## src/rtl/key_event_queue_pkg.sv

```systemverilog
// key_event_queue_pkg: shared keypad code constants and the legal-code check.
package key_event_queue_pkg;
    localparam int         KEY_CODE_W  = 4;
    localparam logic [1:0] ROW_ILLEGAL = 2'b11;
    localparam logic [1:0] COL_ILLEGAL = 2'b11;

    function automatic logic key_legal(input logic [3:0] code);
        return (code[3:2] != ROW_ILLEGAL) && (code[1:0] != COL_ILLEGAL);
    endfunction
endpackage

```

## src/rtl/key_sync_edge.sv

```systemverilog
// key_sync_edge: 2-flop synchronizer for the keypad outputs plus press-edge detection.
module key_sync_edge
    import key_event_queue_pkg::*;
#(
    parameter int KEY_W = KEY_CODE_W
) (
    input  logic             clk,
    input  logic             reset,
    input  logic             valid_key,
    input  logic [KEY_W-1:0] key,
    output logic             press,
    output logic [KEY_W-1:0] key_s
);
    logic             vk_m_q, vk_s_q, vk_d_q, armed_q;
    logic             vk_m_d, vk_s_d, vk_d_d, armed_d;
    logic [KEY_W-1:0] key_m_q, key_s_q, key_m_d, key_s_d;

    // While unarmed, vk_d tracks the value vk_s is about to take, so a key
    // held through reset never looks like a fresh rising edge.
    always_comb begin
        vk_m_d  = valid_key;
        key_m_d = key;
        key_s_d = key_m_q;
        vk_s_d  = vk_m_q;
        vk_d_d  = armed_q ? vk_s_q : vk_m_q;
        armed_d = 1'b1;
    end

    always_ff @(posedge clk) begin
        vk_m_q  <= vk_m_d;
        key_m_q <= key_m_d;
        key_s_q <= key_s_d;
    end

    always_ff @(posedge clk) begin
        if (!reset) begin
            vk_s_q  <= 1'b0;
            vk_d_q  <= 1'b0;
            armed_q <= 1'b0;
        end else begin
            vk_s_q  <= vk_s_d;
            vk_d_q  <= vk_d_d;
            armed_q <= armed_d;
        end
    end

    assign press = vk_s_q & ~vk_d_q & armed_q;
    assign key_s = key_s_q;
endmodule

```

## src/rtl/key_event_queue.sv

```systemverilog
// key_event_queue: turns synchronized key presses into FIFO-queued events
// drained by a valid/ready handshake, with reject and sticky overflow flags.
module key_event_queue
    import key_event_queue_pkg::*;
#(
    parameter int DEPTH = 4,
    parameter int KEY_W = KEY_CODE_W
) (
    input  logic                     clk,
    input  logic                     reset,
    input  logic                     valid_key,
    input  logic [KEY_W-1:0]         key,
    output logic                     ev_valid,
    output logic [KEY_W-1:0]         ev_key,
    input  logic                     ev_ready,
    output logic [$clog2(DEPTH):0]   count,
    output logic                     overflow,
    input  logic                     clr_overflow,
    output logic                     rejected
);
    localparam int PW = $clog2(DEPTH);
    localparam int CW = PW + 1;

    logic             press, legal, push_req, push, pop, full, drop;
    logic [KEY_W-1:0] key_s;
    logic [KEY_W-1:0] mem_q [DEPTH];
    logic [PW-1:0]    wr_ptr_q, wr_ptr_d, rd_ptr_q, rd_ptr_d;
    logic [CW-1:0]    count_q, count_d;
    logic             overflow_q, overflow_d, rejected_q, rejected_d;

    key_sync_edge #(.KEY_W(KEY_W)) u_sync (
        .clk       (clk),
        .reset     (reset),
        .valid_key (valid_key),
        .key       (key),
        .press     (press),
        .key_s     (key_s)
    );

    // A full queue still accepts a push when the head leaves on the same edge.
    always_comb begin
        legal      = key_legal(key_s[3:0]);
        push_req   = press & legal;
        pop        = (count_q != '0) & ev_ready;
        full       = count_q == CW'(DEPTH);
        push       = push_req & (~full | pop);
        drop       = push_req & full & ~pop;
        count_d    = count_q + CW'(push) - CW'(pop);
        wr_ptr_d   = wr_ptr_q + PW'(push);
        rd_ptr_d   = rd_ptr_q + PW'(pop);
        overflow_d = drop | (overflow_q & ~clr_overflow);
        rejected_d = press & ~legal;
    end

    always_ff @(posedge clk) begin
        if (push) mem_q[wr_ptr_q] <= key_s;
    end

    always_ff @(posedge clk) begin
        if (!reset) begin
            wr_ptr_q   <= '0;
            rd_ptr_q   <= '0;
            count_q    <= '0;
            overflow_q <= 1'b0;
            rejected_q <= 1'b0;
        end else begin
            wr_ptr_q   <= wr_ptr_d;
            rd_ptr_q   <= rd_ptr_d;
            count_q    <= count_d;
            overflow_q <= overflow_d;
            rejected_q <= rejected_d;
        end
    end

    assign ev_valid = count_q != '0;
    assign ev_key   = mem_q[rd_ptr_q];
    assign count    = count_q;
    assign overflow = overflow_q;
    assign rejected = rejected_q;
endmodule

```

## config.mk

```make
export PLATFORM = sky130hd
export DESIGN_NAME = key_event_queue
export DESIGN_NICKNAME = d
export VERILOG_FILES = /design/src/rtl/key_event_queue_pkg.sv /design/src/rtl/key_sync_edge.sv /design/src/rtl/key_event_queue.sv
export SDC_FILE = /design/constraint.sdc
export NUM_CORES = 1
export LEC_CHECK = 0
export ABC_CLOCK_PERIOD_IN_PS = 2000
export CAP_MARGIN = 25
export CORE_ASPECT_RATIO = 1.75
export CORE_MARGIN = 2
export CORE_UTILIZATION = 54
export DETAILED_ROUTE_END_ITERATION = 12
export DONT_BUFFER_PORTS = 1
export PLACE_DENSITY_LB_ADDON = 0.15
export SYNTH_ARGS = -nofsm -noshare
export SYNTH_HDL_FRONTEND = slang
export SYNTH_SLANG_ARGS = --single-unit
```

## constraint.sdc

```tcl
create_clock -name clk -period 2 [get_ports clk]
set_input_delay 0.4 -clock clk [delete_from_list [all_inputs] [get_ports clk]]
set_output_delay 0.4 -clock clk [all_outputs]
set_load 0.02 [all_outputs]
```

==> results by group, run 1 <==
STA
  • Slew @ Worst Pin: 327.9 ps
  • Slew Viols, Final: 0
  • Final worst setup slack: -49.16 ps
  • Slew HR: 77.94%
  • Setup violations, final: 2
  • Maximum clock rate: 0.4880 GHz
  • Setup Skew: 6.974 ps
  • Final Hold Fails: 0
  • Fin crit period: 2049 ps
  • Post-route clock period utilization: 102.5%
  • Final hold slack: 135.2 ps
  • RSZ-0062 raised after global routing: true
  • TNS Setup: -84.18 ps

Power and ir drop
  • Pwr dens: 1264 nW/µm²
  • Peak VDD IR: 0.0009334 V
  • Static Leak: 0.6233 nW

Global routing
  • First-pass GRT wire length: 3415 µm
  • Largest net degree at the start of global routing: 14
  • Tot GR Track Use: 18.17%
  • Total gr overflow: 0
  • Initial antenna violation count: 0
  • Vias in the first global route: 791

Floorplanning
  • Core area: 2302 µm²
  • IO Pins: 19
  • Die Wd: 41.34 µm
  • Die ar.: 2867 µm²
  • Site row count: 23
  • Die Y: 69.34 µm
  • Initial core utilization: 57.23%

Worst hold path
  • Min-delay worst type: primary input to register

Clocking
  • Clock latency on the worst-skew pair: 290 ps
  • CTS H-tree lvls: 2
  • Clock sink count: 37
  • Num CTS Buffers: 5
  • Clock Tree Buf Depth: 2
  • Hold Buf Count CTS: 0
  • Clk pin slew, worst setup/hold paths: 70 ps
  • Clk root buf: clkbuf_8
  • CTS tree: yes

Worst setup path
  • Startpoint Class: register
  • Cells along the critical path: a22o_4 > or3_4 > ha_4 > inv_2 > ha_4 > fa_2 > and2_4
  • Crit-path max FO: 2
  • Worst Path Required: 2230 ps
  • Worst-path cell with the longest stage delay: fa_2
  • WP buf/inv: 1
  • Critical Path AT: 2280 ps
  • Critical path class: register to register
  • Largest delay contributor family on the critical path: adder cells
  • Cell mode on critical path: ha_4
  • Crit-path max cell delay: 510 ps
  • Crit end category: register

Placement
  • Final HPWL DP: 1541 µm
  • DP Cell Count: 122
  • Gpl congestion: 0.7079
  • I/O Buffers: 0

Outcome
  • Status: finished with violations
  • Failing checks: setup timing

Logic synthesis
  • Synth Cell Area: 1318 µm²
  • Register area share after synthesis: 68.38%
  • Async set-or-reset flop fraction in the synthesized netlist: 0%
  • Syn Inst Count: 82
  • Synth Flop Type: dfxtp_1
  • Mean post-synth cell area: 16.07 µm²
  • #FFs+latches synth: 37
  • Syn_nets: 96
  • Post-synth EDFFs: 16
  • Synth warnings: 0
  • Post-synth cell types: 24

Detailed routing
  • Vias: 726
  • WL per Instance: 15.08 µm
  • DR DRC count: 0
  • Final wirelength: 1991 µm
  • Post-DRT Antenna Nets: 0
  • Drt first-iter violations: 18
  • Vias per cell: 5.500
  • DRT Pass-1 Iters: 2

Cells and area
  • Layout fillers: 163
  • # diodes: 0
  • Sequential Area: 908.4 µm²
  • Area of the multi-input gates: 461.7 µm²
  • Syn-to-layout area delta: 25.93%
  • Non-Filler Instances: 132
  • Final nets: 120
  • Commonest non-fill, non-tap cells in the layout: 17 x dfxtp_1, 17 x buf_4, 16 x edfxtp_1
  • Layout cell share with drive strength beyond 1: 42.06%

Run
  • Max Cap Viol: 0
report_power, final:
part | leakage [nW] | switching [mW] | internal, mW | total (mW)
Combinational | 0.249 | 0.236 | 0.296 | 0.532
Clock | 0.0543 | 0.258 | 0.373 | 0.631
Sequential | 0.320 | 0.0790 | 0.855 | 0.934
Total | 0.623 | 0.573 | 1.52 | 2.10
cell type report:
cell class | instances | share of cell area, %
sequential | 37 | 54.75
multi-input combinational | 41 | 27.83
timing repair buffer | 17 | 7.692
clock buffer | 5 | 4.148
clock inverter | 3 | 2.790
tap | 25 | 1.885
inverter | 4 | 0.9050
logic make-up after synthesis:
logic type	count (synthesis)	share of synthesized area, %
buffers and inverters	4	1.139
and+or+nand+nor	26	12.53
adders and majority gates	5	5.318
AOI/OAI and AO/OA	2	1.900
muxes	5	7.598
DFF	37	68.38
xor gates and xnor gates	3	3.134
routing by layer:
layer | wire length (µm) | vias up | track usage [%] | share of wire (%)
li1 | - | 347 | - | -
met1 | 689 | 357 | 17.14 | 35
met2 | 1181 | 17 | 30.38 | 59
met3 | 74 | 5 | 7.051 | 3.7
met4 | 46 | 0 | 9.677 | 2.3
met5 | 0 | - | 0 | 0
synth_stat cells (all sizes together) (2+ instances only):
cell    number  area [µm²]
and2         6       37.54
dfxtp       21       420.4
edfxtp      16       480.5
ha           4       50.05
inv          4       15.01
mux4         4       90.09
nand2b       2       12.51
nand3b       2       15.01
nor2         5       18.77
nor4         3       18.77
nor4b        2       23.77
or3          2       12.51
xnor2        2       17.52
sequential cells by signal (all words and copies together) (netlist names):
signal / count
wr_ptr_q: 2
u_sync.armed_q: 1
u_sync.key_s: 4
u_sync.vk_m_q: 1
u_sync.vk_d_q: 1
u_sync.key_m_q: 4
rd_ptr_q: 2
count: 3
rejected: 1
mem_q: 16
u_sync.vk_s_q: 1
overflow: 1
what timing repair did:
item / in CTS / in global routing
gates resized for setup: 1 / 1
buffers inserted: 1 / 1
setup endpoints to repair: 2 / 2
per-stage QoR:
stage / total power, mW / util (%) / instance area, µm² / worst slack [ps]
global placement: 1.457 / 66.25 / 1525 / -5.959
global route: 2.224 / 72.07 / 1659 / -151.1
detailed placement: 1.477 / 66.25 / 1525 / -35.48
CTS: 2.111 / 71.63 / 1649 / -48.35
floorplan: 1.326 / - / 1381 / -58.29
finish: 2.097 / 72.07 / 1659 / -49.16
worst paths after layout:
| kind | from | endpoint | slack, ps | depth (start not counted) |
|---|---|---|---|---|
| worst min register to register | u_sync.key_m_q[2] | u_sync.key_s[2] | 320 | 0 |
| worst max register to register | u_sync.key_s[3] | count[1] | -50 | 7 |
| worst min-delay path | valid_key | u_sync.vk_m_q | 140 | 0 |
| worst max-delay path | u_sync.key_s[3] | count[1] | -50 | 7 |
Power figures use the tool's default switching activity.
==> run 2, diff against run 1 <==
Settings changed: SYNTH_HIERARCHICAL set to 1.
==> run 2 against run 1 <==
Net effect:
- the flow still finishes with violations (setup timing)
- die area rose by 1.1%
- register-to-register slack barely moved
- sequential power is 2% lower
- total power decreased by 6.8%
- critical path depth grew 1
- area after synthesis grew 1.1%
- via count shrank 0.28%
- core utilization fell by 0.71 points
- clock skew fell by 2.9 ps
- flip-flop and latch count did not move
- routed wire length shrank 2.5%
- maximum frequency decreased by 0.44%
==> results by group, run 2 <==
STA
  • Slew Viols, Final: 0 (unchanged)
  • Setup violations, final: 1 (-1)
  • Maximum clock rate: 0.4859 GHz (-0.44%)
  • Final worst setup slack: -58.13 ps (-8.972 ps)
  • Slew @ Worst Pin: 285.3 ps (-42.59 ps)
  • Final hold slack: 137.8 ps (+2.562 ps)
  • Setup Skew: 4.065 ps (-2.909 ps)
  • Final Hold Fails: 0 (unchanged)
  • Slew HR: 80.71% (+2.8 points)
  • Post-route clock period utilization: 102.9% (+0.45 points)
  • TNS Setup: -58.13 ps (+26.05 ps)
  • RSZ-0062 raised after global routing: true
  • Fin crit period: 2058 ps (+8.972 ps)

Detailed routing
  • WL per Instance: 14.38 µm (-4.7%)
  • Post-DRT Antenna Nets: 0 (unchanged)
  • Vias: 724 (-0.28%)
  • Drt first-iter violations: 15 (-3)
  • DRT Pass-1 Iters: 4 (+2)
  • Final wirelength: 1941 µm (-2.5%)
  • DR DRC count: 0 (unchanged)
  • Vias per cell: 5.363 (-2.5%)

Logic synthesis
  • Register area share after synthesis: 67.61% (-0.77 points)
  • Syn_nets: 96 (unchanged)
  • Dominant cells by area after synthesis: edfxtp_1 36%, dfxtp_1 32%, mux4_2 6.8%
  • Synth warnings: 6 (+6)
  • Synth cell count leaders: 21 x dfxtp_1, 16 x edfxtp_1, 9 x and2_1
  • Synth Cell Area: 1333 µm² (+1.1%)
  • Most common cell in the netlist: dfxtp_1
  • Mean post-synth cell area: 16.25 µm² (+1.1%)
  • Post-synth cell types: 24 (unchanged)
  • #FFs+latches synth: 37 (unchanged)
  • Cell taking the most area after synthesis: edfxtp_1
  • Post-synth top area share: 36.06% (-0.41 points)
  • Async set-or-reset flop fraction in the synthesized netlist: 0% (unchanged)
  • Post-synth EDFFs: 16 (unchanged)
  • Synth Flop Type: dfxtp_1
  • Syn Inst Count: 82 (unchanged)

Power and ir drop
  • Sw Ratio: 27.52% (+0.19 points)
  • Pwr dens: 1190 nW/µm² (-5.9%)
  • Gate power share: 28.7% (+3.4 points)
  • Net Switching: 0.5379 mW (-6.1%)
  • Int Pwr: 1.417 mW (-7.1%)
  • Reg power frac: 47.0% (+2.4 points)
  • Peak VDD IR: 0.0009029 V (-3.3%)
  • Static Leak: 0.6640 nW (+6.5%)
  • Clk network pwr share: 24.3% (-5.8 points)

Cells and area
  • # diodes: 0 (unchanged)
  • Largest Register: mem_q
  • Non-Filler Instances: 135 (+2.3%)
  • Final nets: 123 (+2.5%)
  • Commonest non-fill, non-tap cells in the layout: 19 x dfxtp_1, 19 x buf_4, 16 x edfxtp_1
  • Layout cell share with drive strength beyond 1: 36.36% (-5.7 points)
  • Syn-to-layout area delta: 23.29%
  • Max reg flops: 16 (unchanged)
  • Final core occ: 71.36% (-0.71 points)

Floorplanning
  • Die Y: 69.72 µm (+0.54%)
  • Initial core utilization: 57.88% (+0.65 points)
  • Site row count: 23 (unchanged)
  • Die ar.: 2897 µm² (+1.1%)
  • Core area: 2302 µm² (unchanged)
  • Die Wd: 41.55 µm (+0.51%)
  • IO Pins: 19 (unchanged)

Global routing
  • First-pass GRT wire length: 3312 µm (-3.0%)
  • Largest net degree at the start of global routing: 14 (unchanged)
  • Initial antenna violation count: 0 (unchanged)
  • Tot GR Track Use: 16.07% (-2.1 points)
  • Total gr overflow: 0 (unchanged)
  • Vias in the first global route: 774 (-2.1%)

Clocking
  • Clock latency on the worst-skew pair: 290 ps (about the same)
  • Clk root buf: clkbuf_8
  • Clock sink count: 37 (unchanged)
  • CTS H-tree lvls: 2 (unchanged)
  • Clock Tree Buf Depth: 2 (unchanged)
  • Num CTS Buffers: 5 (unchanged)
  • CTS tree: yes
  • Clk pin slew, worst setup/hold paths: 60 ps (about the same)

Worst setup path
  • Worst r2r path cells: 8 (+1)
  • Crit end category: register
  • Capturing point of the worst reg2reg path: count[2]
  • Critical Path AT: 2240 ps (-40 ps)
  • Reg-to-reg slack, setup: -60 ps (about the same)
  • Worst Path Required: 2180 ps (-50 ps)
  • Startpoint Class: register
  • Crit-path max FO: 3 (+1)
  • Critical path class: register to register
  • Reg-to-reg startpoint: count[0]

Placement
  • Final HPWL DP: 1493 µm (-3.1%)
  • I/O Buffers: 0 (unchanged)
  • DP Cell Count: 125 (+2.5%)
  • Pre-CTS WS: -74.94 ps (-39.46 ps)
  • Gpl congestion: 0.7845 (+11%)

Run
  • Max Cap Viol: 0 (unchanged)

Worst hold path
  • WHS Path Cells: 0 (unchanged)
  • Min-delay worst type: primary input to register
  • Hold EP: u_sync/key_m_q[2]
  • Hold Crit Start: key[2]

Outcome
  • Failing checks: setup timing
  • Status: finished with violations
-- run 2: changes by cell type after synthesis, sizes merged, moves of 2 or more --
| cell | delta |
|---|---|
| nor2 | -3 |
| xnor2 | -2 |
| nor4 | -3 |
| and2 | +3 |
| xor2 | +2 |
| nor4b | +2 |
-- run 2: kinds of logic (layout without fill, tap and decap cells) --
family / Yosys count / after routing / share of synthesized area, %
flip-flops: 37 / 37 / 67.61
AND/OR/NAND/NOR: 26 / 26 / 13.99
adder cells (fa/ha/maj): 5 / 5 / 5.258
AO/OA/AOI/OAI: 4 / 4 / 2.536
multiplexers: 4 / 4 / 6.761
XOR/XNOR: 3 / 3 / 3.005
buffers and inverters: 3 / 31 / 0.8450
-- run 2: area by class of cell --
type                    instances  area (µm²)
fillers                       166       659.4
clock inverters                 2       10.01
inverters                       3       11.26
multi-input cells              42       455.4
flip-flops and latches         37       908.4
well taps                      25       31.28
repair buffers                 20       153.9
clock buffers                   6       72.57
-- run 2: power by group through the flow --
| stage | combinational [mW] | sequential [mW] | clock, mW |
|---|---|---|---|
| final | 0.562 | 0.918 | 0.475 |
| after global routing | 0.607 | 0.929 | 0.523 |
| after CTS | 0.571 | 0.921 | 0.492 |
| after detailed placement | 0.543 | 0.939 | 0 |
| after global placement | 0.518 | 0.932 | 0 |
| after floorplan | 0.322 | 0.969 | 0 |
-- run 2: worst max-delay path, stage by stage (launching register included) --
cell and delay (ps):
dfxtp_4 350, or3_4 390, and2_4 160, ha_4 260
inv_2 40, ha_4 140, fa_2 320, xnor3_1 170
and2_1 140
-- run 2: stage by stage --
stage          power (mW)  instance area (µm²)
2_1_floorplan       1.291                 1373
3_3_place_gp        1.450                 1539
3_5_place_dp        1.482                 1539
4_1_cts             1.983                 1643
5_1_grt             2.059                 1643
6_report            1.954                 1643
-- run 2: metal layers --
metal,vias to the layer above,global-route usage [%],share of wire [%],wire length (µm)
li1,354,-,-,-
met1,344,13.64,33,642
met2,19,28.13,59,1136
met3,7,7.552,5.6,109
met4,0,10.75,2.7,53
met5,-,0,0,0
-- run 2: repair_timing --
item,4_1_cts,5_1_grt
pin swaps,5,2
resized for setup,2,0
endpoints found under the setup margin,2,2
setup buffers,2,0
endpoints found under the hold margin,0,0
hold buffers,0,0
-- run 2: worst max path at each step --
stage | slack (ps) | end | start | cells after the start
detailed placement | -70 | count[2] | count[0] | 8
global placement | -30 | count[2] | count[0] | 8
CTS | -70 | count[2] | count[1] | 8
floorplan | -140 | count[2] | count[0] | 8
finish | -60 | count[2] | count[0] | 8
global route | -100 | count[2] | count[0] | 8
==> run 3, diff against run 2 <==
Settings changed: ABC_CLOCK_PERIOD_IN_PS 2000 to 2650, CORE_ASPECT_RATIO 1.75 to unset, CORE_UTILIZATION 54 to 60.
Clock period 2 ns to 2.65 ns, I/O delays scaled along.
==> run 3 against run 2 <==
Net effect:
- the run now ends clean
- sequential share of layout area up 5.3 points
- critical path depth unchanged
- register-to-register slack better by 350 ps
- critical endpoint unchanged
- largest cell class unchanged
- largest power group unchanged
==> results by group, run 3 (synthesis results as in run 2) <==
Outcome
  • Status: finished, final reports clean

Detailed routing
  • DR DRC count: 0 (unchanged)
  • DRT Pass-1 Iters: 4 (unchanged)
  • WL per Instance: 15.22 µm (+5.8%)
  • Drt first-iter violations: 16 (+1)
  • Vias per cell: 5.548 (+3.5%)
  • Vias: 688 (-5.0%)
  • Final wirelength: 1887 µm (-2.8%)
  • Post-DRT Antenna Nets: 0 (unchanged)

Floorplanning
  • Die Wd: 51.13 µm (+23%)
  • IO Pins: 19 (unchanged)
  • Site row count: 17 (-26%)
  • Core area: 2148 µm² (-6.7%)
  • Initial core utilization: 62.03% (+4.1 points)
  • Die Y: 51.13 µm (-27%)
  • Die ar.: 2614 µm² (-9.8%)

Worst setup path
  • WP buf/inv: 1 (unchanged)
  • Startpoint Class: register
  • Critical path class: register to register
  • Crit-path max FO: 4 (+1)
  • Crit-path max cell delay: 420 ps (+30 ps)
  • Largest delay contributor family on the critical path: adder cells
  • Worst-path cell with the longest stage delay: dfxtp_1
  • Critical Path AT: 2590 ps (+350 ps)
  • Worst Path Required: 2890 ps (+710 ps)
  • Crit end category: register
  • Cells along the critical path: or3_1 > and2_1 > ha_1 > inv_1 > ha_1 > fa_1 > xnor3_1 > and2_1

STA
  • Slew HR: 75.74% (-5.0 points)
  • Slew Viols, Final: 0 (unchanged)
  • Post-route clock period utilization: 88.81% (-14 points)
  • Setup Skew: 6.194 ps (+2.129 ps)
  • TNS Setup: 0 ps (+58.13 ps)
  • Setup violations, final: 0 (-1)
  • Fin crit period: 2353 ps (+295.2 ps)
  • RSZ-0062 raised after global routing: false
  • Slew @ Worst Pin: 362.6 ps (+77.35 ps)
  • Maximum clock rate: 0.4249 GHz (-13%)
  • Final worst setup slack: 296.6 ps (+354.8 ps)
  • Final Hold Fails: 0 (unchanged)

Placement
  • Pre-CTS WS: 335.7 ps (+410.7 ps)
  • Final HPWL DP: 1345 µm (-10%)
  • Post-DP Area: 1413 µm² (-8.2%)
  • Gpl congestion: 0.6898 (-12%)
  • I/O Buffers: 0 (unchanged)

Clocking
  • Clock latency on the worst-skew pair: 330 ps (+40 ps)
  • Clock sink count: 37 (unchanged)
  • CTS tree: yes
  • Clk pin slew, worst setup/hold paths: 100 ps (+40 ps)
  • Clock Tree Buf Depth: 2 (unchanged)
  • Num CTS Buffers: 5 (unchanged)
  • CTS resizes: 0 (-2)
  • Hold Buf Count CTS: 0 (unchanged)
  • CTS H-tree lvls: 2 (unchanged)
  • Post-CTS setup buffers: 0 (-2)
  • Clk root buf: clkbuf_4

Cells and area
  • Final nets: 109 (-11%)
  • Max reg flops: 16 (unchanged)
  • # diodes: 0 (unchanged)
  • Syn-to-layout area delta: 11.64%
  • Layout cell share with drive strength beyond 1: 17.71% (-19 points)
  • Largest Register: mem_q
  • Layout fillers: 156 (-6.0%)
  • Final core occ: 69.25% (-2.1 points)
  • Final Cell Area: 1488 µm² (-9.4%)
  • Commonest non-fill, non-tap cell in the layout: dfxtp_1
  • Commonest non-fill, non-tap cells in the layout: 21 x dfxtp_1, 16 x edfxtp_1, 9 x and2_1

Power and ir drop
  • Peak VDD IR: 0.0006486 V (-28%)
  • Pwr dens: 910.5 nW/µm² (-23%)
  • Total power: 1.354 mW (-31%)
  • Static Leak: 0.5874 nW (-12%)

Global routing
  • Vias in the first global route: 665 (-14%)
  • Total gr overflow: 0 (unchanged)
  • Largest net degree at the start of global routing: 14 (unchanged)
  • Tot GR Track Use: 17.09% (+1.0 points)
  • Initial antenna violation count: 0 (unchanged)
  • First-pass GRT wire length: 2884 µm (-13%)

Worst hold path
  • Min-delay worst type: primary input to register

Run
  • Max Cap Viol: 0 (unchanged)
==> run 3: cell types whose count changed in the layout (fill, tap and decap cells not counted), moves of 2 or more <==
cell      before  now
buf_4         19    6
clkbuf_4       0    5
clkbuf_8       5    0
clkinv_2       2    0
dfxtp_1       19   21
dfxtp_4        2    0
ha_1           2    4
ha_4           2    0
==> run 3: report_power, final <==
part	internal [mW]	total, mW	switching, mW
registers	0.636	0.708	0.0715
clock network	0.196	0.364	0.168
logic	0.151	0.283	0.131
total	0.984	1.35	0.371
==> run 3: final cells by class <==
class                      instances  area [µm²]  area share (%)
inverter                           3       11.26          0.7569
clock inverter                     2       33.78           2.271
tap                               28       35.03           2.355
clock buffer                       6       41.29           2.775
multi-input combinational         42       420.4           28.26
sequential                        37       900.9           60.55
timing repair buffer               6       45.04           3.028
==> run 3: path summary, 6_finish.rpt <==
kind,to,cells past startpoint,slack (ps),startpoint
min,u_sync/vk_m_q,0,210,valid_key
max,count[2],8,300,count[0]
min reg2reg,u_sync/key_s[2],0,330,u_sync/key_m_q[2]
max reg2reg,count[2],8,300,count[0]
==> run 3: per-stage QoR <==
stage | hold WS, ps | std cells
2_1_floorplan | 309.6 | 82
3_3_place_gp | 310.2 | 116
3_5_place_dp | 313.2 | 116
4_1_cts | 206.0 | 124
5_1_grt | 183.9 | 124
6_report | 210.5 | 124
==> run 3: routing by layer <==
metal,global-route usage [%],vias up,wire length (µm)
met5,0,-,0
met4,8.108,0,40
met3,9.064,6,107
met2,27.92,14,1004
met1,18.02,341,734
li1,-,327,-
